[src/rtl/cordic_wrapper.sv]
// cordic_wrapper: byte-serial vectoring CORDIC (magnitude + atan2) user module.
// Ports: clk, rst_n (sync, active-low), ena (unused), ui_in (data in), uo_out (data out),
//   uio_in[0] in_valid, uio_in[3] out_ready, uio_out[1] in_ready, uio_out[2] out_valid,
//   uio_oe constant 8'h06.
module cordic_wrapper #(
    parameter int WIDTH = 16
) (
    input  logic       clk,
    input  logic       rst_n,
    input  logic       ena,
    input  logic [7:0] ui_in,
    output logic [7:0] uo_out,
    input  logic [7:0] uio_in,
    output logic [7:0] uio_out,
    output logic [7:0] uio_oe
);

    localparam logic [1:0] S_LOAD = 2'd0;
    localparam logic [1:0] S_COMP = 2'd1;
    localparam logic [1:0] S_OUT  = 2'd2;
    localparam int         XW     = WIDTH + 2;
    localparam logic [5:0] LAST   = 6'(WIDTH + 1);

    logic [1:0]           state;
    logic [2:0]           cnt;
    logic [5:0]           step;
    logic [WIDTH-1:0]     xin, yin;
    logic signed [XW-1:0] x, y;
    logic [31:0]          z;
    logic [3:0]           sh;
    logic [15:0]          mag;
    logic [31:0]          phase;

    logic in_valid, out_ready, in_ready, out_valid;

    assign in_valid  = uio_in[0];
    assign out_ready = uio_in[3];
    assign in_ready  = rst_n & (state == S_LOAD);
    assign out_valid = rst_n & (state == S_OUT);

    assign uio_out = {5'b0, out_valid, in_ready, 1'b0};
    assign uio_oe  = 8'b0000_0110;

    logic unused_ok;
    assign unused_ok = &{1'b0, ena, uio_in[7:4], uio_in[2:1]};

    function automatic logic [31:0] atan_lut(input logic [5:0] i);
        unique case (i)
            6'd0:    atan_lut = 32'h2000_0000;
            6'd1:    atan_lut = 32'h12E4_051E;
            6'd2:    atan_lut = 32'h09FB_385B;
            6'd3:    atan_lut = 32'h0511_11D4;
            6'd4:    atan_lut = 32'h028B_0D43;
            6'd5:    atan_lut = 32'h0145_D7E1;
            6'd6:    atan_lut = 32'h00A2_F61E;
            6'd7:    atan_lut = 32'h0051_7C55;
            6'd8:    atan_lut = 32'h0028_BE53;
            6'd9:    atan_lut = 32'h0014_5F2F;
            6'd10:   atan_lut = 32'h000A_2F98;
            6'd11:   atan_lut = 32'h0005_17CC;
            6'd12:   atan_lut = 32'h0002_8BE6;
            6'd13:   atan_lut = 32'h0001_45F3;
            6'd14:   atan_lut = 32'h0000_A2FA;
            6'd15:   atan_lut = 32'h0000_517D;
            default: atan_lut = 32'h0000_0000;
        endcase
    endfunction

    // Left shift that brings the larger component into [2^14, 2^15).
    function automatic logic [3:0] norm_shift(input logic [WIDTH-1:0] m);
        logic [3:0] s;
        s = 4'd0;
        for (int k = 0; k < WIDTH - 1; k++) begin
            if (m[k]) s = 4'(WIDTH - 2 - k);
        end
        return s;
    endfunction

    // Small vectors are shifted up before iterating so the truncating
    // shifts keep enough precision; the magnitude is shifted back at the end.
    logic [WIDTH-1:0]     ax, ay;
    logic [3:0]           nsh;
    logic signed [XW-1:0] xs, ys;
    logic [5:0]           it;
    logic [35:0]          rnd;
    logic [15:0]          mag_calc;
    logic                 is_zero;

    assign ax       = xin[WIDTH-1] ? -xin : xin;
    assign ay       = yin[WIDTH-1] ? -yin : yin;
    assign nsh      = norm_shift(ax | ay);
    assign xs       = {{2{xin[WIDTH-1]}}, xin} <<< nsh;
    assign ys       = {{2{yin[WIDTH-1]}}, yin} <<< nsh;
    assign it       = step - 6'd1;
    assign rnd      = {{(36-XW){1'b0}}, x} * 36'd39797
                    + (36'd1 << (5'(sh) + 5'd15));
    assign mag_calc = 16'(rnd >> (6'(sh) + 6'd16));
    assign is_zero  = (xin == '0) && (yin == '0);

    always_ff @(posedge clk) begin
        if (!rst_n) begin
            state <= S_LOAD;
            cnt   <= 3'd0;
            step  <= 6'd0;
            xin   <= '0;
            yin   <= '0;
            x     <= '0;
            y     <= '0;
            z     <= '0;
            sh    <= '0;
            mag   <= '0;
            phase <= '0;
        end else begin
            unique case (state)
                S_LOAD: begin
                    if (in_valid) begin
                        unique case (cnt)
                            3'd0:    xin[7:0]  <= ui_in;
                            3'd1:    xin[15:8] <= ui_in;
                            3'd2:    yin[7:0]  <= ui_in;
                            default: yin[15:8] <= ui_in;
                        endcase
                        if (cnt == 3'd3) begin
                            cnt   <= 3'd0;
                            step  <= 6'd0;
                            state <= S_COMP;
                        end else begin
                            cnt <= cnt + 3'd1;
                        end
                    end
                end
                S_COMP: begin
                    step <= step + 6'd1;
                    unique case (1'b1)
                        (step == 6'd0): begin
                            // +pi and -pi share the encoding 0x8000_0000.
                            x  <= xin[WIDTH-1] ? -xs : xs;
                            y  <= xin[WIDTH-1] ? -ys : ys;
                            z  <= xin[WIDTH-1] ? 32'h8000_0000 : 32'h0;
                            sh <= nsh;
                        end
                        (step == LAST): begin
                            mag   <= is_zero ? 16'd0 : mag_calc;
                            phase <= is_zero ? 32'd0 : z;
                            cnt   <= 3'd0;
                            state <= S_OUT;
                        end
                        default: begin
                            if (!y[XW-1]) begin
                                x <= x + (y >>> it);
                                y <= y - (x >>> it);
                                z <= z + atan_lut(it);
                            end else begin
                                x <= x - (y >>> it);
                                y <= y + (x >>> it);
                                z <= z - atan_lut(it);
                            end
                        end
                    endcase
                end
                S_OUT: begin
                    if (out_ready) begin
                        if (cnt == 3'd5) begin
                            cnt   <= 3'd0;
                            state <= S_LOAD;
                        end else begin
                            cnt <= cnt + 3'd1;
                        end
                    end
                end
                default: state <= S_LOAD;
            endcase
        end
    end

    always_comb begin
        uo_out = 8'h00;
        if (out_valid) begin
            unique case (cnt)
                3'd0:    uo_out = mag[7:0];
                3'd1:    uo_out = mag[15:8];
                3'd2:    uo_out = phase[7:0];
                3'd3:    uo_out = phase[15:8];
                3'd4:    uo_out = phase[23:16];
                3'd5:    uo_out = phase[31:24];
                default: uo_out = 8'h00;
            endcase
        end
    end

endmodule

[config.mk]
export PLATFORM = sky130hd
export DESIGN_NAME = cordic_wrapper
export DESIGN_NICKNAME = d
export VERILOG_FILES = /design/src/rtl/cordic_wrapper.sv
export SDC_FILE = /design/constraint.sdc
export NUM_CORES = 1
export LEC_CHECK = 0
export CAP_MARGIN = 20
export CORE_UTILIZATION = 55
export DETAILED_ROUTE_END_ITERATION = 6
export PLACE_DENSITY = 0.72
export SYNTH_ARGS = -nofsm -noshare
export SYNTH_HDL_FRONTEND = slang
export SYNTH_SLANG_ARGS = --single-unit
export TNS_END_PERCENT = 50
[constraint.sdc]
create_clock -name clk -period 15.14 [get_ports clk]
set_clock_uncertainty 0.1 [all_clocks]
set_input_delay 3.028 -clock clk [delete_from_list [all_inputs] [get_ports clk]]
set_output_delay 3.028 -clock clk [all_outputs]
set_load 0.02 [all_outputs]
### After elaboration in Yosys (flattened, before gate mapping)

Memories as Yosys holds them, arrays and structs flattened.
Cells that the tools add are included.
Widths: inputs -> output; s select.

* bits of input ports: 19
* register bits: 163
* memory bits (writable): 0
* output and inout bits: 24
* logic and storage cells: 132
* bits in latches: 0
* memories: 2
* bits in read-only memories: 960

* eq/ne operators: 13
* multiplexer cells: 55
* bitwise gates (word level): 5
* order comparisons: 0
* $mul: 1
* add/subtract/negate cells: 16
* reductions and logical operators: 21
* div/mod/pow operators: 0
* shifts and indexed selects: 6

Memory list
* (name not given): words 16, bits a word 30, rd ports 1, clocked after memory_dff 0, write ports 0, line 48 `unique case (i)`
* (name not given): words 16, bits a word 30, rd ports 1, clocked after memory_dff 0, write ports 0, line 48

Operators with widths (number)
* $mux 32: 13
* $mux 18: 4
* $pmux 18 s2: 2
* $pmux 32 s2: 1
* $mux 4: 15
* $pmux 8 s6: 1
* $add 18x18->18: 2
* $add 34x36->36: 1
* $neg 18->18: 2
* $shl 1x5->36 const A: 1
* $shr 36x6->16: 1
* $sshl 18x4->18: 2
* $sshr 18x6->18: 2
* $sub 18x18->18: 2
* $mul 18x16->34 const B: 1
* $add 32x32->32: 1
* $logic_not 16->1: 2
* $sub 32x32->32: 1
* $mux 15: 2
* $neg 15->15: 2
* $mux 16: 1
* $mux 3: 5
* $or 15x15->15: 1
* $reduce_and 3->1: 5
* other kinds (32): 47

### Depth between registers and ports, before layout

Gate-level depths: netlist of the first run.

* depth after elaboration: 22
* mapped depth: 36
* gate-level depth less buffers: 29

### Worst setup path after synthesis of the first run

No wires, ideal clock.

* kind: register -> register
* from: reg step[0]
* to: reg z[31]
* stages on the path, launching flop included: 35
* period minus slack after synthesis: 8144 ps
* path slack: 6996 ps
* data arrival time: 7969 ps
* required time: 14966 ps
* library setup time: 74 ps
* path buffers: 7
* cells stage by stage: dfxtp_1 > buf_2 > buf_2 > buf_2 > buf_2 > inv_1 > clkbuf_1 > ha_1 > clkbuf_1 > xnor2_1 > clkbuf_1 > nand2_1 > o21ai_0 > nor2_1 > o311ai_0 > o311ai_0 > ha_1 > nand3_1 > nor4b_1 > and2_1 > o311a_1 > nor2_1 > xnor2_1 > ha_1 > nor4_1 > a21boi_0 > a311oi_1 > nor2_1 > o221a_2 > o21a_1 > a41o_1 > a21oi_1 > xor2_1 > or4_1 > a31oi_1

* longest elaborated chain between the ends: 10
* elaborated cells on any way between the ends: 22
* those cells by class: add/sub: 3; eq/ne: 1; mux: 12; bitwise: 1; reduce/logical: 3; memory: 2

RTL lines
* start, declared: line 26 `logic [5:0] step;`
* start signal, assigned: line 133 `step <= step + 6'd1;`
* $sub 6x1->6: line 94 `assign it = step - 6'd1;`
* $mem_v2 16x30 / $logic_not 2->1 (equally long branches)
* $mux 32: line 48
* $mux 32: line 149 `if (!y[XW-1]) begin`
* $mux 32: line 134 `unique case (1'b1)`
* $mux 32: line 114 `unique case (state)`
* $mux 32: line 101 `if (!rst_n) begin`
* $add 32x32->32 / $sub 32x32->32 (equally long branches): line 152, 156
* $mux 32: line 149
* $pmux 32 s2: line 134
* end signal, assigned: line 139 `z <= xin[WIDTH-1] ? 32'h8000_0000 : 32'h0;`
* end signal, assigned: line 152 `z <= z + atan_lut(it);`
* end signal, assigned: line 156 `z <= z - atan_lut(it);`
* end, declared: line 29 `logic [31:0] z;`

Several ways; a longest one is shown, not always the timed one. The select of a mux whose other input is x is not followed.
A chain may end at the register's enable or synchronous reset.

### Worst setup path after layout of the first run

* from: reg x[8]
* to: reg mag[3]

* longest elaborated chain between the ends: 4

RTL lines
* start, declared: line 28 `logic signed [XW-1:0] x, y;`
* start signal, assigned: line 137 `x <= xin[WIDTH-1] ? -xs : xs;`
* start signal, assigned: line 150 `x <= x + (y >>> it);`
* start signal, assigned: line 154 `x <= x - (y >>> it);`
* $mul 18x16->34: line 95 `assign rnd = {{(36-XW){1'b0}}, x} * 36'd39797`
* $add 34x36->36: line 96 `+ (36'd1 << (5'(sh) + 5'd15));`
* $shr 36x6->16: line 97 `assign mag_calc = 16'(rnd >> (6'(sh) + 6'd16));`
* $mux 16: line 143 `mag <= is_zero ? 16'd0 : mag_calc;`
* end signal, assigned: line 143
* end, declared: line 31 `logic [15:0] mag;`

Every way passes these cells.

==> results of run 1 <==
## cell families (layout without fill, tap and decap cells)
group	Yosys count	in the layout	share of synthesized area
AO/OA/AOI/OAI	809	809	0.2259
XOR/XNOR	167	167	0.06151
adder cells (fa/ha/maj)	374	374	0.2425
buffers and inverters	507	401	0.08361
flip-flops	163	163	0.1359
multiplexers	153	153	0.08304
other	2	29	0.0003129
AND/OR/NAND/NOR	852	852	0.1672
## final cells by class
cell class              instances  area (um^2)
clock buffers                  18        439.2
repair buffers                 68        563.0
fillers                      3879        17850
inverters                     301         1132
flip-flops and latches        163         3266
clock inverters                14        172.7
well taps                     585        732.0
multi-input cells            2384        18920
## registers in the layout, indices dropped and copies added, names as in the netlist
name and flops:
sh 4, cnt 3, phase 32, y 18, step 6, z 32
xin 16, mag 16, yin 16, state 2, x 18
## metal layers
layer | wire [um] | part of all wire | GRT usage | vias to the layer above
li1 | - | - | - | 10520
met1 | 31090 | 0.43 | 0.4418 | 10920
met2 | 33600 | 0.46 | 0.5372 | 936
met3 | 5469 | 0.075 | 0.05561 | 147
met4 | 2486 | 0.034 | 0.1254 | 0
met5 | 0 | 0 | 0 | -
## worst max-delay path by stage
stage               startpoint   endpoint  slack [ns]  cells past startpoint
detailed placement        x[8]     mag[6]        6.85                     23
global route              x[8]     mag[6]        6.34                     23
global placement         rst_n  uo_out[1]        6.93                      5
finish                    x[8]     mag[3]        6.80                     23
floorplan              step[0]      z[31]        7.00                     34
CTS                       x[8]     mag[6]        6.79                     23
## synthesized netlist by cell type (17+ instances only)
cell type / number / area share
a21oi_1: 217 / 0.045
a211oi_1: 39 / 0.012
or3_1: 18 / 0.0047
inv_1: 297 / 0.046
o21ai_0: 133 / 0.028
o21a_1: 29 / 0.0091
a22oi_1: 62 / 0.019
a21o_1: 24 / 0.0075
ha_1: 222 / 0.12
a31oi_1: 31 / 0.0081
nand3_1: 59 / 0.012
xnor2_1: 115 / 0.042
nand2_1: 261 / 0.041
nor2_1: 281 / 0.044
buf_4: 18 / 0.0056
dfxtp_1: 163 / 0.14
nor3_1: 64 / 0.013
o211ai_1: 26 / 0.0081
and2_1: 17 / 0.0044
mux4_2: 33 / 0.031
fa_1: 152 / 0.13
mux2_2: 26 / 0.012
o31ai_1: 23 / 0.0072
nor2b_1: 26 / 0.0068
and3_1: 18 / 0.0047
buf_2: 17 / 0.0035
o22ai_1: 25 / 0.0065
mux2i_1: 92 / 0.038
clkbuf_1: 143 / 0.022
buf_1: 26 / 0.0041
xor2_1: 51 / 0.019
nand2b_1: 26 / 0.0068
## per-stage QoR
| stage | utilization | instance area (um^2) | hold WS [ns] |
|---|---|---|---|
| floorplan | - | 24100 | 0.3116 |
| finish | 0.5856 | 25230 | 0.3467 |
| global route | 0.5856 | 25230 | 0.3824 |
| detailed placement | 0.5714 | 24610 | 0.3284 |
| global placement | 0.5714 | 24610 | 0.3331 |
| CTS | 0.5856 | 25230 | 0.3456 |
## worst max-delay path, cell delays in order (launching register included)
cell	delay [ns]
dfxtp_1	0.75
inv_1	0.31
fa_1	0.62
fa_1	0.45
fa_1	0.53
inv_1	0.05
fa_1	0.46
fa_1	0.54
inv_1	0.06
fa_1	0.52
inv_1	0.04
ha_1	0.29
o2111ai_1	0.20
or4b_2	0.75
a211oi_1	0.54
o21ai_0	0.28
a21oi_1	0.33
a211o_1	0.21
a21oi_1	0.08
xnor2_1	0.32
mux2i_1	0.13
a21oi_1	0.30
mux2_2	0.23
o21ai_0	0.10
## placed cells by master (no fill, tap or decap), drive strengths merged, types with 60 or more instances in the layout
cell type  instances
dfxtp            163
nand3             60
xnor2            115
nand2            261
o21ai            142
nor3              65
ha               222
nor2             282
inv              306
fa               152
a21oi            217
mux2i             94
a22oi             62
==> results.md, run 1 <==
- Status: finished, final reports clean
- First-pass GRT wire length: 117.2 mm
- Routed len/inst: 20.56 um
- Post-synthesis async set-or-reset flop share: 0
- Fin cells: 3,533
- CTS resizes: 0
- Placed insts: 3,501
- Post-synth EDFFs: 0
- Hold Crit Class: reg2reg
- Fin crit share: 0.5509
- Min Tclk post-route: 8.340 ns
- Register area share after synthesis: 0.1359
- Synth Instances: 3,027
- Die Y: 210.9 um
- Fin nets: about 3,300
- Global route total overflow: 0
- Number of buffers created by CTS: 17
- Post-CTS Setup Repair Bufs: 0
- Worst Hold Endpoint: mag[6]
- I/O pins: 43
- Fmax: roughly 120 MHz
- DRT antenna net count: 0
- Cell row count: between 70 and 80
- First DRT Iteration DRCs: around 2,400
- Pin count of the biggest net entering global routing: 73
- MaxCap Viol Count: 0
- Area grow syn2layout: 5.098%
- CTS Root Cell: clkbuf_16
- Hold Vio Cnt, Final: 0
- WP data required: between 15 and 20 ns
- DR DRC count: 0
- Worst-path maximum fanout: 10
- Hold depth: 2
- Layout cell share with drive strength beyond 1: 0.06581
- Reg2Reg Depth: 23
- # setup viols final: 0
- Global-route usage over all layers: 0.3315
- Reg-to-Reg End: mag[3]
- Placer Congestion: 1.004
- Setup TNS: 0 ns
- Hold_buf cts: 0
- Seq cells post-synth: 163
- Critical path arrival: between 8 and 9 ns
- Crit path capture type: flip-flop
- Setup WS post-layout: around 6.8 ns
- Routed vias/inst: 6.374
- R2R Setup Slk: 6.80 ns
- Synth unique cells: 98
- Initial core utilization: 0.5572
- Worst Setup Start Kind: flip-flop
- Top FF cell, synth: dfxtp_1
- Die area: 44,480 um^2
- Die W: approximately 210 um
- Slew Limit Fails: 0
- Syn Area/Cell: 7.930 um^2
- Worst hold start: mag[6]
- Maximum root-to-sink buffer count: 2
- Final wirelength: around 73 mm
- CTS tree: done
- R2r startpoint: x[8]
- Slew margin rel.: 0.3284
- Buffers on Ports: 21
- Vias in the first global route: between 20,000 and 25,000
- Diodes inserted: 0
- Initial antenna violation count: 0
- Worst-path clk slew: 0.08 ns
- Worst setup path class: reg2reg
- Insertion delay to the later sink of the worst-skew pair: approximately 0.46 ns
- Sink Count: 163
- Core Footprint: 43,080 um^2
- Total number of vias: 22,520
- H-Tree Level Count: 4
- Worst Tran Pin Value: 1.005 ns
- DP Wirelength: 54.73 mm
- RSZ-0062 raised after global routing: no
- Post-Syn Area: 24,000 um^2
- Synth Warn #: 0
- Setup WS pre-CTS: 6.847 ns
- DR pass1 iterations: 7
Power of run 1 is not shown: default switching activity piles up to over one toggle a cycle in this logic, so the estimate is an artifact.
==> run 2, diff against run 1 <==
--- a/config.mk
+++ b/config.mk
@@ -8,7 +8,7 @@
 export CAP_MARGIN = 20
 export CORE_UTILIZATION = 55
 export DETAILED_ROUTE_END_ITERATION = 6
-export PLACE_DENSITY = 0.72
+export PLACE_DENSITY = 0.74
 export SYNTH_ARGS = -nofsm -noshare
 export SYNTH_HDL_FRONTEND = slang
 export SYNTH_SLANG_ARGS = --single-unit
==> constraint.sdc (replaced) <==
create_clock -name clk -period 7.15 [get_ports clk]
set_clock_uncertainty 0.1 [all_clocks]
set_input_delay 1.43 -clock clk [delete_from_list [all_inputs] [get_ports clk]]
set_output_delay 1.43 -clock clk [all_outputs]
set_load 0.02 [all_outputs]
==> run 2 against run 1 <==
  * Critical path depth up 1
  * Design area up 3.7%
  * Fmax up 19%
  * Sequential share of layout area down 0.43 points
  * Worst setup slack worse by 6.7 ns
  * Routed wire length up 5.0%
==> results.md, run 2 (synthesis gave the netlist of run 1 again) <==
- I/O pins: 43
- DR pass1 iterations: 6
- Routed vias/inst: 6.388
- R2R Setup Slk: about 0.12 ns
- RSZ-0062 raised after global routing: yes
- Reg-to-Reg End: mag[6]
- Placed insts: 3,586
- MaxCap Viol Count: 0
- Slew Limit Fails: 0
- Number of buffers created by CTS: 17
- Cells along the critical path: inv_2 > fa_1 > fa_1 > fa_1 > inv_1 > fa_1 > fa_1 > inv_1 > fa_1 > inv_1 > ha_1 > o2111ai_2 > or4b_4 > a211oi_4 > o21ai_2 > a21oi_2 > a211o_1 > xor2_2 > inv_1 > mux4_2 > buf_4 > o21ai_2 > o21ai_0 > nand2_1
- Crit path from: x[7]
- Buffers on Ports: 21
- First-pass GRT wire length: 120.6 mm
- Fmax: 142.3 MHz
- DRT antenna net count: 0
- Vias in the first global route: roughly 23,000
- CP max stage cell: or4b_4
- Diodes inserted: 0
- Slew margin rel.: 0.3203
- Status: finished, final reports clean
- First DRT Iteration DRCs: 2,092
- Area grow syn2layout: 8.981%
- Hold Vio Cnt, Final: 0
- Critical path arrival: 7.32 ns
- Cell row count: 76
- Crit path top cell by count: fa_1
- WP data required: 7.44 ns
- Final instance area: between 20,000 and 30,000 um^2
- Core Footprint: roughly 43,000 um^2
- Layout cell share with drive strength beyond 1: 0.1080
- CP peak stage delay: between 0.6 and 0.7 ns
- Hold_buf cts: 0
- Worst Tran Pin Value: 1.017 ns
- Fin cells: 3,623
- Worst-path clk slew: 0.07 ns
- Fin crit share: 0.9829
- Total number of vias: about 23,000
- Worst-path maximum fanout: 4
- Sink Count: 163
- Fin nets: ~3,400
- Worst setup path class: reg2reg
- Insertion delay to the later sink of the worst-skew pair: 0.45 ns
- # setup viols final: 0
- Maximum root-to-sink buffer count: 2
- Die Y: roughly 210 um
- CTS Root Cell: clkbuf_16
- Min Tclk post-route: 7.028 ns
- Global-route usage over all layers: 0.3431
- Initial antenna violation count: 0
- DP Wirelength: 58.71 mm
- Cell Area, Placed: 25,300 um^2
- Final core utilization: 0.6073
- Hold Crit Class: reg2reg
- Crit path capture type: flip-flop
- Final wirelength: 76.26 mm
- Commonest non-fill, non-tap cell in the layout: inv_1
- Reg2Reg Depth: 24
- Die area: 44,480 um^2
- Critical path endpoint: mag[6]
- Biggest regs: phase (32), z (32)
- H-Tree Level Count: 4
- Pin count of the biggest net entering global routing: 88
- Commonest cells after routing, fill and taps aside: 289 x inv_1, 279 x nor2_1, 261 x nand2_1, 220 x ha_1, 213 x a21oi_1
- Initial core utilization: 0.5572
- Routed len/inst: 21.05 um
- Worst Setup Start Kind: flip-flop
- DR DRC count: 0
- R2r startpoint: x[7]
- Die W: about 210 um
- Global route total overflow: 0
- Placer Congestion: 1.009
- CTS tree: done
==> run 2: metrics by stage <==
step | setup TNS, ns | setup WS, ns | hold WS, ns
6_report | 0 | 0.1224 | 0.3725
5_1_grt | -0.2319 | -0.1200 | 0.3867
4_1_cts | 0 | 0.03637 | 0.3729
3_5_place_dp | -2.006 | -0.2159 | 0.3460
3_3_place_gp | -0.5504 | -0.1159 | 0.3413
2_1_floorplan | -0.02202 | -0.02202 | 0.3116
==> run 2: how the worst min path moves through the flow <==
stage                  from  endpoint  slack (ns)  cells past startpoint
finish              mag[13]   mag[13]        0.37                      2
global route        mag[15]   mag[15]        0.39                      2
CTS                 mag[15]   mag[15]        0.37                      2
detailed placement  mag[12]   mag[12]        0.35                      2
global placement    mag[13]   mag[13]        0.34                      2
floorplan            mag[6]    mag[6]        0.31                      2
==> run 2: layer usage <==
layer,track usage,up-vias,share of wire
li1,-,10680,-
met1,0.4446,11240,0.42
met2,0.5741,1018,0.47
met3,0.04193,209,0.075
met4,0.1504,0,0.042
met5,0,-,0
==> run 2: final cells by class <==
type / count / area [um^2]
Clock buffer: 17 / 425.4
Clock inverter: 15 / 216.5
Fill cell: 3860 / 16920
Inverter: 301 / 1135
Multi-Input combinational cell: 2384 / 19110
Sequential cell: 163 / 3273
Tap cell: 585 / 732.0
Timing Repair Buffer: 158 / 1267
==> run 2: worst max-delay path, delay by kind of cell, from the launching register on <==
family                     cells  cell delay (ns)
xor gates and xnor gates       1             0.21
and+or+nand+nor                2             0.72
DFF                            1             0.34
adders and majority gates      7             3.40
muxes                          1             0.51
AOI/OAI and AO/OA              7             1.25
buffers and inverters          6             0.44
==> run 2: what timing repair did <==
action,CTS,global route
gates resized for setup,7,46
setup endpoints to repair,16,23
setup buffers,0,5
pin swaps,0,31
cloned,0,0
Power of run 2 is left out for the same reason.
